===== src/rtl/mem_bus_arbiter_pkg.sv =====
// Shared types and constants for the instruction/data memory port arbiter.
package mem_bus_arbiter_pkg;

    localparam int unsigned ADDR_W = 32;
    localparam int unsigned DATA_W = 32;

    typedef enum logic [1:0] {
        IDLE = 2'd0,
        ADDR = 2'd1,
        DATA = 2'd2
    } state_t;

    localparam logic [1:0] SIZE_BYTE = 2'b00;
    localparam logic [1:0] SIZE_HALF = 2'b01;
    localparam logic [1:0] SIZE_WORD = 2'b10;

    localparam logic OWN_INST = 1'b0;
    localparam logic OWN_DATA = 1'b1;

    localparam logic [1:0] STARVE_MAX = 2'd2;

    // Latched downstream request payload.
    typedef struct packed {
        logic              wr;
        logic [1:0]        size;
        logic [3:0]        wstrb;
        logic [ADDR_W-1:0] addr;
        logic [DATA_W-1:0] wdata;
    } req_t;

    // Starvation counter after a data grant: count while fetch waits, saturating.
    function automatic logic [1:0] starve_after_data(input logic [1:0] cnt,
                                                     input logic       inst_pending);
        if (!inst_pending) begin
            return 2'd0;
        end
        return (cnt == STARVE_MAX) ? STARVE_MAX : 2'(cnt + 2'd1);
    endfunction

endpackage


===== src/rtl/mem_bus_arbiter_if.sv =====
// Fetch, data and downstream memory handshake signals of the arbiter.
interface mem_bus_arbiter_if;
    import mem_bus_arbiter_pkg::*;

    logic              inst_req;
    logic [ADDR_W-1:0] inst_addr;
    logic              inst_addr_ok;
    logic              inst_data_ok;
    logic [DATA_W-1:0] inst_rdata;

    logic              data_req;
    logic              data_wr;
    logic [1:0]        data_size;
    logic [3:0]        data_wstrb;
    logic [ADDR_W-1:0] data_addr;
    logic [DATA_W-1:0] data_wdata;
    logic              data_addr_ok;
    logic              data_data_ok;
    logic [DATA_W-1:0] data_rdata;

    logic              mem_req;
    logic              mem_wr;
    logic [1:0]        mem_size;
    logic [3:0]        mem_wstrb;
    logic [ADDR_W-1:0] mem_addr;
    logic [DATA_W-1:0] mem_wdata;
    logic              mem_addr_ok;
    logic              mem_data_ok;
    logic [DATA_W-1:0] mem_rdata;

    logic              busy;

    // Arbiter side.
    modport master (
        input  inst_req, inst_addr,
        output inst_addr_ok, inst_data_ok, inst_rdata,
        input  data_req, data_wr, data_size, data_wstrb, data_addr, data_wdata,
        output data_addr_ok, data_data_ok, data_rdata,
        output mem_req, mem_wr, mem_size, mem_wstrb, mem_addr, mem_wdata,
        input  mem_addr_ok, mem_data_ok, mem_rdata,
        output busy
    );

    // Requester / memory side.
    modport slave (
        output inst_req, inst_addr,
        input  inst_addr_ok, inst_data_ok, inst_rdata,
        output data_req, data_wr, data_size, data_wstrb, data_addr, data_wdata,
        input  data_addr_ok, data_data_ok, data_rdata,
        input  mem_req, mem_wr, mem_size, mem_wstrb, mem_addr, mem_wdata,
        output mem_addr_ok, mem_data_ok, mem_rdata,
        input  busy
    );

endinterface


===== src/rtl/mem_bus_arbiter.sv =====
// Shares one SRAM-like port between fetch and data requesters, one
// transaction at a time, data first with a starvation guard for fetch.
module mem_bus_arbiter
    import mem_bus_arbiter_pkg::*;
(
    input  logic              clk,
    input  logic              rst,
    mem_bus_arbiter_if.master bus
);

    state_t     state;
    logic       owner;
    logic [1:0] starve_cnt;
    req_t       req_q;
    logic       mem_req_q;

    logic grant_data_c;
    logic grant_inst_c;
    logic addr_ok_c;
    logic data_ok_c;

    // Grant selection in IDLE: data wins unless fetch has waited STARVE_MAX grants.
    always_comb begin
        grant_data_c = bus.data_req && !(bus.inst_req && (starve_cnt == STARVE_MAX));
        grant_inst_c = bus.inst_req && !grant_data_c;
    end

    // Downstream handshakes qualified by the active phase; stale ones in IDLE are dropped.
    always_comb begin
        addr_ok_c = (state == ADDR) && bus.mem_addr_ok;
        data_ok_c = ((state == ADDR) && bus.mem_addr_ok && bus.mem_data_ok) ||
                    ((state == DATA) && bus.mem_data_ok);
    end

    // Transaction sequencer: grant, address phase, data phase.
    always_ff @(posedge clk) begin
        if (rst) begin
            state      <= IDLE;
            owner      <= OWN_INST;
            starve_cnt <= 2'd0;
            req_q      <= '0;
            mem_req_q  <= 1'b0;
        end else begin
            case (state)
                IDLE: begin
                    if (grant_data_c) begin
                        owner      <= OWN_DATA;
                        starve_cnt <= starve_after_data(starve_cnt, bus.inst_req);
                        req_q      <= '{wr:    bus.data_wr,
                                        size:  bus.data_size,
                                        wstrb: bus.data_wstrb,
                                        addr:  bus.data_addr,
                                        wdata: bus.data_wdata};
                        mem_req_q  <= 1'b1;
                        state      <= ADDR;
                    end else if (grant_inst_c) begin
                        owner      <= OWN_INST;
                        starve_cnt <= 2'd0;
                        req_q      <= '{wr:    1'b0,
                                        size:  SIZE_WORD,
                                        wstrb: 4'h0,
                                        addr:  bus.inst_addr,
                                        wdata: '0};
                        mem_req_q  <= 1'b1;
                        state      <= ADDR;
                    end
                end
                ADDR: begin
                    if (bus.mem_addr_ok) begin
                        mem_req_q <= 1'b0;
                        state     <= bus.mem_data_ok ? IDLE : DATA;
                    end
                end
                DATA: begin
                    if (bus.mem_data_ok) begin
                        state <= IDLE;
                    end
                end
                default: begin
                    mem_req_q <= 1'b0;
                    state     <= IDLE;
                end
            endcase
        end
    end

    assign bus.mem_req   = mem_req_q;
    assign bus.mem_wr    = req_q.wr;
    assign bus.mem_size  = req_q.size;
    assign bus.mem_wstrb = req_q.wstrb;
    assign bus.mem_addr  = req_q.addr;
    assign bus.mem_wdata = req_q.wdata;

    assign bus.inst_addr_ok = addr_ok_c && (owner == OWN_INST);
    assign bus.inst_data_ok = data_ok_c && (owner == OWN_INST);
    assign bus.data_addr_ok = addr_ok_c && (owner == OWN_DATA);
    assign bus.data_data_ok = data_ok_c && (owner == OWN_DATA);

    assign bus.inst_rdata = bus.mem_rdata;
    assign bus.data_rdata = bus.mem_rdata;

    assign bus.busy = (state != IDLE);

endmodule

===== src/flat_wrapper.sv =====
// flat-port wrapper written by rule: the top's interface ports become plain ports
module mem_bus_arbiter_flat import mem_bus_arbiter_pkg::*;
  (clk, rst, bus_inst_req, bus_inst_addr, bus_inst_addr_ok, bus_inst_data_ok, bus_inst_rdata, bus_data_req, bus_data_wr, bus_data_size, bus_data_wstrb, bus_data_addr, bus_data_wdata, bus_data_addr_ok, bus_data_data_ok, bus_data_rdata, bus_mem_req, bus_mem_wr, bus_mem_size, bus_mem_wstrb, bus_mem_addr, bus_mem_wdata, bus_mem_addr_ok, bus_mem_data_ok, bus_mem_rdata, bus_busy);
  mem_bus_arbiter_if bus_i ();
  input  logic clk;
  input  logic rst;
  input wire logic [$bits(bus_i.inst_req)-1:0] bus_inst_req;
  input wire logic [$bits(bus_i.inst_addr)-1:0] bus_inst_addr;
  output wire logic [$bits(bus_i.inst_addr_ok)-1:0] bus_inst_addr_ok;
  output wire logic [$bits(bus_i.inst_data_ok)-1:0] bus_inst_data_ok;
  output wire logic [$bits(bus_i.inst_rdata)-1:0] bus_inst_rdata;
  input wire logic [$bits(bus_i.data_req)-1:0] bus_data_req;
  input wire logic [$bits(bus_i.data_wr)-1:0] bus_data_wr;
  input wire logic [$bits(bus_i.data_size)-1:0] bus_data_size;
  input wire logic [$bits(bus_i.data_wstrb)-1:0] bus_data_wstrb;
  input wire logic [$bits(bus_i.data_addr)-1:0] bus_data_addr;
  input wire logic [$bits(bus_i.data_wdata)-1:0] bus_data_wdata;
  output wire logic [$bits(bus_i.data_addr_ok)-1:0] bus_data_addr_ok;
  output wire logic [$bits(bus_i.data_data_ok)-1:0] bus_data_data_ok;
  output wire logic [$bits(bus_i.data_rdata)-1:0] bus_data_rdata;
  output wire logic [$bits(bus_i.mem_req)-1:0] bus_mem_req;
  output wire logic [$bits(bus_i.mem_wr)-1:0] bus_mem_wr;
  output wire logic [$bits(bus_i.mem_size)-1:0] bus_mem_size;
  output wire logic [$bits(bus_i.mem_wstrb)-1:0] bus_mem_wstrb;
  output wire logic [$bits(bus_i.mem_addr)-1:0] bus_mem_addr;
  output wire logic [$bits(bus_i.mem_wdata)-1:0] bus_mem_wdata;
  input wire logic [$bits(bus_i.mem_addr_ok)-1:0] bus_mem_addr_ok;
  input wire logic [$bits(bus_i.mem_data_ok)-1:0] bus_mem_data_ok;
  input wire logic [$bits(bus_i.mem_rdata)-1:0] bus_mem_rdata;
  output wire logic [$bits(bus_i.busy)-1:0] bus_busy;
  assign bus_i.inst_req = bus_inst_req;
  assign bus_i.inst_addr = bus_inst_addr;
  assign bus_inst_addr_ok = bus_i.inst_addr_ok;
  assign bus_inst_data_ok = bus_i.inst_data_ok;
  assign bus_inst_rdata = bus_i.inst_rdata;
  assign bus_i.data_req = bus_data_req;
  assign bus_i.data_wr = bus_data_wr;
  assign bus_i.data_size = bus_data_size;
  assign bus_i.data_wstrb = bus_data_wstrb;
  assign bus_i.data_addr = bus_data_addr;
  assign bus_i.data_wdata = bus_data_wdata;
  assign bus_data_addr_ok = bus_i.data_addr_ok;
  assign bus_data_data_ok = bus_i.data_data_ok;
  assign bus_data_rdata = bus_i.data_rdata;
  assign bus_mem_req = bus_i.mem_req;
  assign bus_mem_wr = bus_i.mem_wr;
  assign bus_mem_size = bus_i.mem_size;
  assign bus_mem_wstrb = bus_i.mem_wstrb;
  assign bus_mem_addr = bus_i.mem_addr;
  assign bus_mem_wdata = bus_i.mem_wdata;
  assign bus_i.mem_addr_ok = bus_mem_addr_ok;
  assign bus_i.mem_data_ok = bus_mem_data_ok;
  assign bus_i.mem_rdata = bus_mem_rdata;
  assign bus_busy = bus_i.busy;
  mem_bus_arbiter u_core (.clk(clk), .rst(rst), .bus(bus_i));
endmodule

===== config.mk =====
export PLATFORM = sky130hd
export DESIGN_NAME = mem_bus_arbiter_flat
export DESIGN_NICKNAME = d
export VERILOG_FILES = /design/src/rtl/mem_bus_arbiter_pkg.sv /design/src/rtl/mem_bus_arbiter_if.sv /design/src/rtl/mem_bus_arbiter.sv /design/src/flat_wrapper.sv
export SDC_FILE = /design/constraint.sdc
export NUM_CORES = 1
export LEC_CHECK = 0
export ABC_CLOCK_PERIOD_IN_PS = 1500
export CAP_MARGIN = 20
export CORE_UTILIZATION = 30
export CTS_CLUSTER_DIAMETER = 30
export DETAILED_ROUTE_END_ITERATION = 8
export PLACE_DENSITY_LB_ADDON = 0.2
export SETUP_SLACK_MARGIN = 0.4
export SYNTH_ARGS = -nofsm -noshare
export SYNTH_HDL_FRONTEND = slang
export SYNTH_SLANG_ARGS = --single-unit

===== constraint.sdc =====
create_clock -name clk -period 1.5 [get_ports clk]
set_input_delay 0.225 -clock clk [delete_from_list [all_inputs] [get_ports clk]]
set_output_delay 0.225 -clock clk [all_outputs]
set_load 0.1 [all_outputs]

==> summary.txt, run 1 <==
Outcome: finished, violations left
Failing checks: setup timing
Crit path capture type: primary output
CTS tree: built
Final setup fails: 50
Post-synth top area share: 44.7%
Final Wtd Congestion: 0.790
Simple-gate share of the synthesized area: 9.62%
Largest net degree at the start of global routing: 39
Hold_buf cts: 0
Xor/xnor share of the synthesized area: 0%
Final hold vios: 0
Post-synth ARST share: 0%
Largest family of logic cells by synthesized area: compound AO/OA/AOI/OAI gates
Post-Synth Adder-Cell Area: 0.726%
Iteration-0 DRC Markers: 193
DR vias: 3,589
Syn_area_per_cell: 9.14 sq um
Hold Crit Start: rst
Post-route ant nets: 0
Number of synthesized flops with an enable pin: 0
Starting density of the core: 31.3%
Die width: 109 um
Final HPWL DP: 7.48 mm
Register Area: 0.00165 sq mm
Top FF cell, synth: dfxtp_1
Register clock-pin slew on the reported worst setup and hold paths: 60 ps
Cell Area, Synth: 0.00345 sq mm
Vias in the first global route: 3,425
Antenna violations before repair: 0
Root Buffer: clkbuf_16
Clock Sinks: 77
Layout cells sized above 1: 56.7%
Nets: 702
Worst setup SP type: register
Wirelength, routed: 13.7 mm
Reg2reg start: u_core.state[1]
Max-slew violation count: 0
Top Ports: 282
GR Layer Usage met2: 37.1%
Final worst setup slack: -89.2 ps
Setup TNS: -1700 ps
Crit Path Class: reg -> out
Ranking of synthesized cells by area: dfxtp_1 (45%), buf_4 (15%), a22o_1 (9.7%), a311oi_1 (8.1%), nand2_1 (7.3%)
Minimum clock period: 1590 ps
CTS Buffer Depth: 2
Tcrit/Tclk final: 106%
Critical Path RT: 1270 ps
Cell type with the largest total area after synthesis: dfxtp_1
Seq/Total Area, Yosys: 44.7%
Synth unique cells: 24
Area of the multi-input gates: 0.00159 sq mm
Total GRT Usage: 20.6%
Pwr dens: 1060 mW/mm^2
Grt met3 use: 9.32%
Core ar.: 0.0110 sq mm
Clk_skew: 10.3 ps
Top-count cell post-synth: dfxtp_1
Router iterations before antenna repair: 4
Die Ht: 109 um
#FFs+latches synth: 77
Final core utilization: 67.7%
Worst Path Arrival: 1360 ps
Maximum vdd drop: 0.000818 V
Crit path max fanout: 4
Area grow syn2layout: 117%
Vias per inst: 5.10
First-pass GRT wire length: 18.5 mm
Drt wl/cell: 19.5 um
Syn nets: 520
Measured slew at the worst slew-check pin: 375 ps
Post-route DRC: 0
F_max: 0.629 GHz
Min-delay worst type: in -> reg
Global routing usage on met1: 21.4%
Pre-CTS setup slack: -204 ps
GR peak layer: met2
Total gr overflow: 0
Static Leak: 3.04 nW
Die area: 0.0119 sq mm
Synthesized instance count: 377
Synth cell count leaders: dfxtp_1 (77), buf_4 (67), nand2_1 (67)
Worst-Skew Late Latency: 330 ps
H-Tree Level Count: 3
RSZ-0062 raised after global routing: yes
Max Cap Violations: 0
Worst setup path startpoint: u_core.state[1]
Buffers added on ports: 185
Compound-Gate Fraction of Synth Area: 25.1%
Diode count: 0
FILL cells: 785
Mux contribution to synthesized area: 0%
FP Rows: 38
Yosys warnings: 0
Relative slew slack: 75.0%
CTS buffer count: 9
## through the flow
| step | area, sq um | instances | power (mW) | hold slack, ps |
|---|---|---|---|---|
| floorplan | 3550 | 377 | 4.89 | 301 |
| global placement | 5890 | 627 | 5.32 | 451 |
| detailed placement | 5890 | 627 | 5.34 | 451 |
| CTS | 6980 | 673 | 7.68 | 396 |
| global route | 7470 | 704 | 8.20 | 419 |
| finish | 7470 | 704 | 7.92 | 418 |
## repair_timing
item                                    CTS  global route
setup buffers                            18            25
endpoints found under the setup margin  108           153
pin swaps                                58            22
resized for setup                       114            32
gates cloned                             12             6
## final timing paths
path                                            endpoint  slack [ps]  depth (start not counted)
worst max-delay path                    bus_data_data_ok         -90                          4
worst min-delay path                  u_core.bus.mem_req         420                          3
worst max register to register  u_core.bus.mem_wdata[17]         -60                          8
worst min register to register        u_core.bus.mem_req         490                          2
## worst max-delay path: stages, from the launching register on
cell and delay [ps]:
dfxtp_2 340, nand3b_1 200, o21ai_2 110, and3_4 220, buf_12 170
## routing by layer
| metal | share of wire (%) | up-vias | routed length [um] |
|---|---|---|---|
| li1 | - | 1641 | - |
| met1 | 36 | 1693 | 5000 |
| met2 | 52 | 236 | 7110 |
| met3 | 10 | 19 | 1420 |
| met4 | 1.4 | 0 | 188 |
| met5 | 0 | - | 0 |
## registers in the layout (all words and copies together) (netlist names)
| register | flops |
|---|---|
| u_core.starve_cnt | 2 |
| u_core.bus.mem_wdata | 32 |
| u_core.bus.mem_addr | 32 |
| u_core.owner | 1 |
| u_core.bus.mem_size | 2 |
| u_core.bus.mem_wr | 1 |
| u_core.state | 2 |
| u_core.bus.mem_wstrb | 4 |
| u_core.bus.mem_req | 1 |
## kinds of logic (layout without fill, tap and decap cells)
logic type               after synthesis  count (layout)
adder cells (fa/ha/maj)                2               2
flip-flops                            77              77
AO/OA/AOI/OAI                        116             116
AND/OR/NAND/NOR                       81              81
buffers and inverters                101             288
## final cells by class
| class | count | share of cell area (%) |
|---|---|---|
| multi-input combinational | 199 | 21.3 |
| inverter | 7 | 0.402 |
| clock inverter | 6 | 0.536 |
| clock buffer | 10 | 3.07 |
| timing repair buffer | 265 | 50.3 |
| sequential | 77 | 22.1 |
| tap | 140 | 2.35 |
## layout by cell type, fill, tap and decap left out, types with 10 or more instances in the layout
cell / netlist / layout
clkbuf_16: 0 / 13
clkdlybuf4s50_1: 0 / 105
a22o_1: 38 / 38
nand2_2: 0 / 20
dfxtp_2: 0 / 71
a311oi_2: 0 / 17
buf_4: 67 / 32
buf_16: 0 / 10
a311oi_1: 32 / 15
buf_12: 0 / 91
buf_6: 4 / 17
nand2_1: 67 / 33
nand2_4: 0 / 14
a21oi_1: 37 / 34
## power breakdown
part           internal, mW  switching [mW]  total, mW
Clock                  1.11           0.877       1.99
Combinational          1.53            1.94       3.47
Sequential             2.26           0.195       2.46
Total                  4.91            3.01       7.92
Power figures use the tool's default switching activity.
==> inputs of run 2 (changes only) <==
--- a/config.mk
+++ b/config.mk
@@ -10,6 +10,7 @@
 export CORE_UTILIZATION = 30
 export CTS_CLUSTER_DIAMETER = 30
 export DETAILED_ROUTE_END_ITERATION = 8
+export MAX_ROUTING_LAYER = met4
 export PLACE_DENSITY_LB_ADDON = 0.2
 export SETUP_SLACK_MARGIN = 0.4
 export SYNTH_ARGS = -nofsm -noshare
==> run 2 against run 1 <==
Net effect:
- the flow still finishes with violations (setup timing)
- cell area decreased by 0.39%
- register-to-register slack about the same
- die area unchanged
- non-clock buffer count decreased by 1
- worst setup slack got worse by 3.1 ps
- final cell count decreased by 0.14%
- count of clock-buffer cells in the layout unchanged
- routed wire length increased by 0.26%
- total power decreased by 0.16%
- critical path type unchanged
- critical endpoint unchanged
==> summary.txt, run 2 (synthesized netlist as in run 1, its figures left out) <==
Reg-to-reg setup timing slack: -60 ps (about the same)
Final setup fails: 53 (+6.0%)
RSZ-0062 raised after global routing: yes
H-Tree Level Count: 3 (unchanged)
R2R Path End: u_core.bus.mem_wdata[0]
Min-delay worst type: in -> reg
F_max: 0.628 GHz (-0.19%)
Static Leak: 3.02 nW (-0.44%)
Antenna violations before repair: 0 (unchanged)
Die width: 109 um (unchanged)
Diode count: 0 (unchanged)
R2R cell count: 8 (unchanged)
Most frequent cells in the layout: clkdlybuf4s50_1 (105), buf_12 (89), dfxtp_2 (71)
Router iterations before antenna repair: 4 (unchanged)
Drt wl/cell: 19.6 um (+0.40%)
Largest net degree at the start of global routing: 39 (unchanged)
Hold_buf cts: 0 (unchanged)
CTS tree: built
First-pass GRT wire length: 18.4 mm (-0.53%)
Final hold vios: 0 (unchanged)
Hold Path Depth: 3 (unchanged)
Vias in the first global route: 3,434 (+0.26%)
Pwr Total: 7.90 mW (-0.16%)
Iteration-0 DRC Markers: 166 (-14%)
Layout cells sized above 1: 56.7% (-0.077 points)
Core ar.: 0.0110 sq mm (unchanged)
Post-route DRC: 0 (unchanged)
Outcome: finished, violations left
Die Ht: 109 um (unchanged)
Minimum clock period: 1590 ps (+3.08 ps)
Register clock-pin slew on the reported worst setup and hold paths: 60 ps (about the same)
Max Cap Violations: 0 (unchanged)
Final HPWL DP: 7.48 mm (unchanged)
FP Rows: 38 (unchanged)
Worst-Skew Late Latency: 340 ps (about the same)
CTS buffer count: 9 (unchanged)
Final Wtd Congestion: 0.801 (+1.4%)
FILL cells: 786 (+0.13%)
Final core utilization: 67.5% (-0.26 points)
Critical Path RT: 1270 ps (about the same)
Crit path capture type: primary output
Nets: 701 (-0.14%)
DR vias: 3,591 (+0.056%)
Starting density of the core: 31.3% (unchanged)
Measured slew at the worst slew-check pin: 363 ps (-11.6 ps)
Crit path max fanout: 4 (unchanged)
Worst setup SP type: register
Area of the multi-input gates: 0.00159 sq mm (unchanged)
Failing checks: setup timing
Clk_skew: 9.46 ps (-0.871 ps)
Buffers added on ports: 185 (unchanged)
Most common cell after layout, fill and taps aside: clkdlybuf4s50_1
Wirelength, routed: 13.8 mm (+0.26%)
Total GRT Usage: 21.1% (+0.51 points)
Total gr overflow: 0 (unchanged)
Root Buffer: clkbuf_16
Maximum vdd drop: 0.000818 V (about the same)
Pre-CTS setup slack: -204 ps (unchanged)
Max-slew violation count: 0 (unchanged)
Hold EP: u_core.bus.mem_req
Vias per inst: 5.11 (+0.20%)
Area grow syn2layout: 116%
CTS Buffer Depth: 2 (unchanged)
Post-route ant nets: 0 (unchanged)
Pwr dens: 1060 mW/mm^2 (+0.23%)
Crit Path Class: reg -> out
Tcrit/Tclk final: 106% (+0.21 points)
Final worst setup slack: -92.3 ps (-3.08 ps)
Hold Crit Start: rst
Clock Sinks: 77 (unchanged)
Worst Path Arrival: 1370 ps (about the same)
Reg2reg start: u_core.state[1]
Top Ports: 282 (unchanged)
Die area: 0.0119 sq mm (unchanged)
Register Area: 0.00165 sq mm (unchanged)
Relative slew slack: 75.8% (+0.77 points)
-- run 2: stage by stage --
step / hold slack, ps / cells / setup TNS, ps / cell area (sq um)
after floorplan: 301 / 377 / -12280 / 3550
final: 413 / 703 / -1650 / 7440
after CTS: 396 / 673 / -453 / 6980
after detailed placement: 451 / 627 / -12110 / 5890
after global placement: 451 / 627 / -9950 / 5890
after global routing: 423 / 703 / -5730 / 7440
-- run 2: final cells by class --
type	count	area share, %
clock buffers	10	3.08
clock inverters	6	0.538
inverters	7	0.404
multi-input cells	199	21.4
flip-flops and latches	77	22.2
well taps	140	2.35
repair buffers	264	50.1
-- run 2: repair_timing --
item                       in CTS  in global routing
gates resized for setup       114                 33
buffers inserted               18                 24
gates cloned                   12                  6
setup endpoints to repair     108                147
pin swaps                      58                 20
-- run 2: power breakdown --
group / leakage, nW / switching (mW) / internal, mW
Clock: 0.120 / 0.888 / 1.11
Sequential: 0.664 / 0.196 / 2.26
Combinational: 2.24 / 1.94 / 1.51
Total: 3.02 / 3.02 / 4.89
-- run 2: critical path, cell delays in order (launching register included) --
cell	delay, ps
dfxtp_2	340
nand3b_1	200
o21ai_2	110
and3_4	220
buf_12	170
-- run 2: how the worst max path moves through the flow --
stage                    startpoint                      end
floorplan           u_core.state[0]   u_core.bus.mem_size[0]
global placement       bus_inst_req   u_core.bus.mem_size[1]
detailed placement     bus_data_req  u_core.bus.mem_addr[26]
CTS                 u_core.state[1]         bus_data_data_ok
global route        u_core.state[0]         bus_inst_data_ok
finish              u_core.state[1]         bus_data_data_ok
-- run 2: layer usage --
metal / GRT usage (%) / wire length (um) / up-vias / share of wire (%)
li1: - / - / 1640 / -
met1: 21.6 / 5200 / 1702 / 38
met2: 37.2 / 7110 / 227 / 52
met3: 8.01 / 1240 / 22 / 9.0
met4: 6.86 / 199 / 0 / 1.4
met5: - / 0 / - / 0
==> inputs of run 3 (changes only) <==
==> constraint.sdc (replaced) <==
create_clock -name clk -period 1.5 [get_ports clk]
set_input_delay 0.225 -clock clk [delete_from_list [all_inputs] [get_ports clk]]
set_output_delay 0.225 -clock clk [all_outputs]
set_load 0.02 [all_outputs]
==> run 3 against run 2 <==
Net effect:
- the run now ends clean
- first-iteration DRC count up 1.8%
- global-route usage decreased by 3.1 points
- worst setup slack improved by 96 ps
- register-to-register slack better by 60 ps
- core utilization decreased by 13 points
- maximum frequency is 6.4% higher
- via count fell by 6.3%
- critical path depth up 3
- combinational power down 49%
- final cell count is 2.4% lower
- sequential share of layout area increased by 3.7 points
- clock power hardly changed
- largest cell class unchanged
- largest power group is now registers
==> summary.txt, run 3 (synthesized netlist as in run 1, its figures left out) <==
Outcome: finished clean
Pwr dens: 1010 mW/mm^2 (-4.6%)
Crit path max fanout: 8 (+4)
FP Rows: 38 (unchanged)
Measured slew at the worst slew-check pin: 321 ps (-41.9 ps)
Most common cell after layout, fill and taps aside: clkdlybuf4s50_1
Nets: 684 (-2.4%)
CTS Buffer Depth: 2 (unchanged)
Max-slew violation count: 0 (unchanged)
Drt wl/cell: 17.6 um (-10%)
Crit path capture type: register
CTS tree: built
Vias per inst: 4.91 (-3.9%)
Register clock-pin slew on the reported worst setup and hold paths: 60 ps (about the same)
Sw Pwr: 1.80 mW (-40%)
Diode count: 0 (unchanged)
Minimum clock period: 1500 ps (-95.7 ps)
Vias in the first global route: 3,174 (-7.6%)
First-pass GRT wire length: 16.0 mm (-13%)
F_max: 0.668 GHz (+6.4%)
Pint: 4.27 mW (-13%)
Worst setup path startpoint: u_core.starve_cnt[0]
Capture point of the worst path: u_core.bus.mem_wdata[2]
Hold Path Depth: 3 (unchanged)
Largest net degree at the start of global routing: 39 (unchanged)
Worst Path Arrival: 1760 ps (+390 ps)
Critical Path RT: 1770 ps (+500 ps)
Die Ht: 109 um (unchanged)
Post-Layout Cell Count: 686 (-2.4%)
DR vias: 3,366 (-6.3%)
Iteration-0 DRC Markers: 169 (+1.8%)
Worst setup SP type: register
Antenna violations before repair: 0 (unchanged)
Logic pwr share: 29.0% (-15 points)
Pwr Total: 6.07 mW (-23%)
Layout cells sized above 1: 41.9% (-15 points)
RSZ-0062 raised after global routing: yes
Clk_skew: 5.13 ps (-4.33 ps)
Die width: 109 um (unchanged)
Net Sw Frac: 29.7% (-8.5 points)
Total GRT Usage: 18.0% (-3.1 points)
Post-Place Cells: 636 (+1.4%)
Min-delay worst type: in -> reg
Seq pwr share: 38.3% (+7.2 points)
Post-route ant nets: 0 (unchanged)
Tcrit/Tclk final: 99.8% (-6.4 points)
Starting density of the core: 31.3% (unchanged)
Total gr overflow: 0 (unchanged)
Wirelength, routed: 12.1 mm (-12%)
Root Buffer: clkbuf_16
Static Leak: 2.57 nW (-15%)
Worst-Skew Late Latency: 330 ps (about the same)
Maximum vdd drop: 0.000592 V (-28%)
Die area: 0.0119 sq mm (unchanged)
Post-route DRC: 0 (unchanged)
Top Ports: 282 (unchanged)
Area grow syn2layout: 73.8%
Setup TNS: 0 ps (+1650 ps)
Core ar.: 0.0110 sq mm (unchanged)
Router iterations before antenna repair: 4 (unchanged)
Final core utilization: 54.3% (-13 points)
Hold WS: 434 ps (+21.0 ps)
Most frequent cells in the layout: clkdlybuf4s50_1 (106), dfxtp_1 (71), buf_2 (59)
Clock power frac: 32.8% (+7.5 points)
Final setup fails: 0 (-100%)
CTS buffer count: 9 (unchanged)
Final hold vios: 0 (unchanged)
Crit Path Class: reg -> reg
Relative slew slack: 78.6% (+2.8 points)
H-Tree Level Count: 3 (unchanged)
Buffers added on ports: 185 (unchanged)
Reg-to-reg setup timing slack: 3 ps (+60 ps)
Final HPWL DP: 7.41 mm (-0.92%)
Max Cap Violations: 0 (unchanged)
Reg2reg start: u_core.starve_cnt[0]
Clock Sinks: 77 (unchanged)
R2R Path End: u_core.bus.mem_wdata[2]
R2R cell count: 7 (-1)
Final Wtd Congestion: 0.804 (+0.34%)
[run 3: changes by cell type in the layout (fill, tap and decap cells not counted), sizes merged]
cell / previous run / this run
buf: 153 / 135
clkinv: 2 / 4
clkinvlp: 5 / 3
dlymetal6s2s: 2 / 0
clkdlybuf4s50: 105 / 106
dlygate4sd2: 0 / 1
inv: 6 / 7
[run 3: per-stage QoR]
step / instance area [sq um] / setup WS (ps)
after floorplan: 3470 / 108
after global placement: 5100 / -401
after detailed placement: 5100 / -461
after CTS: 5530 / 35.9
after global routing: 5990 / -55.6
final: 5990 / 3.43
[run 3: timing repair]
action                     in CTS  in global routing
gates cloned                    7                  8
gates resized for setup       386                 59
hold buffers                    0                  0
pin swaps                      42                 23
setup endpoints to repair     153                 96
setup buffers                  16                  3
[run 3: power groups by stage]
stage	clock, mW	combinational (mW)	sequential (mW)
2_1_floorplan	0	0.686	2.56
3_3_place_gp	0	1.43	2.36
3_5_place_dp	0	1.44	2.36
4_1_cts	2.06	1.55	2.32
5_1_grt	2.14	1.86	2.34
6_report	1.99	1.76	2.32
[run 3: how the worst min path moves through the flow]
stage	from	to	slack [ps]
4_1_cts	rst	u_core.starve_cnt[1]	400
5_1_grt	bus_mem_rdata[21]	bus_inst_rdata[21]	450
2_1_floorplan	bus_mem_data_ok	u_core.state[1]	300
6_report	rst	u_core.starve_cnt[1]	430
3_5_place_dp	bus_mem_rdata[30]	bus_data_rdata[30]	450
3_3_place_gp	bus_mem_rdata[30]	bus_data_rdata[30]	450
[run 3: cell type report]
| type | instances | area, sq um |
|---|---|---|
| Fill cell | 1005 | 5040 |
| Timing Repair Buffer | 247 | 2420 |
| Sequential cell | 77 | 1550 |
| Multi-Input combinational cell | 199 | 1550 |
| Clock buffer | 9 | 225 |
| Tap cell | 140 | 175 |
| Clock inverter | 7 | 42.5 |
| Inverter | 7 | 26.3 |
[run 3: worst max-delay path, cell delays in order, from the launching register on]
cell and delay, ps:
dfxtp_2 330, inv_2 50, ha_4 160, a21bo_4 240, nor3_4 190, buf_12 180
clkbuf_16 150, a22o_1 120
[run 3: layer usage]
layer  GRT usage [%]  routed length (um)  up-vias
li1                -                   -     1610
met1            19.1                4630     1568
met2            31.7                6310      173
met3            5.68                 988       15
met4            5.90                 155        0
met5               -                   0        -
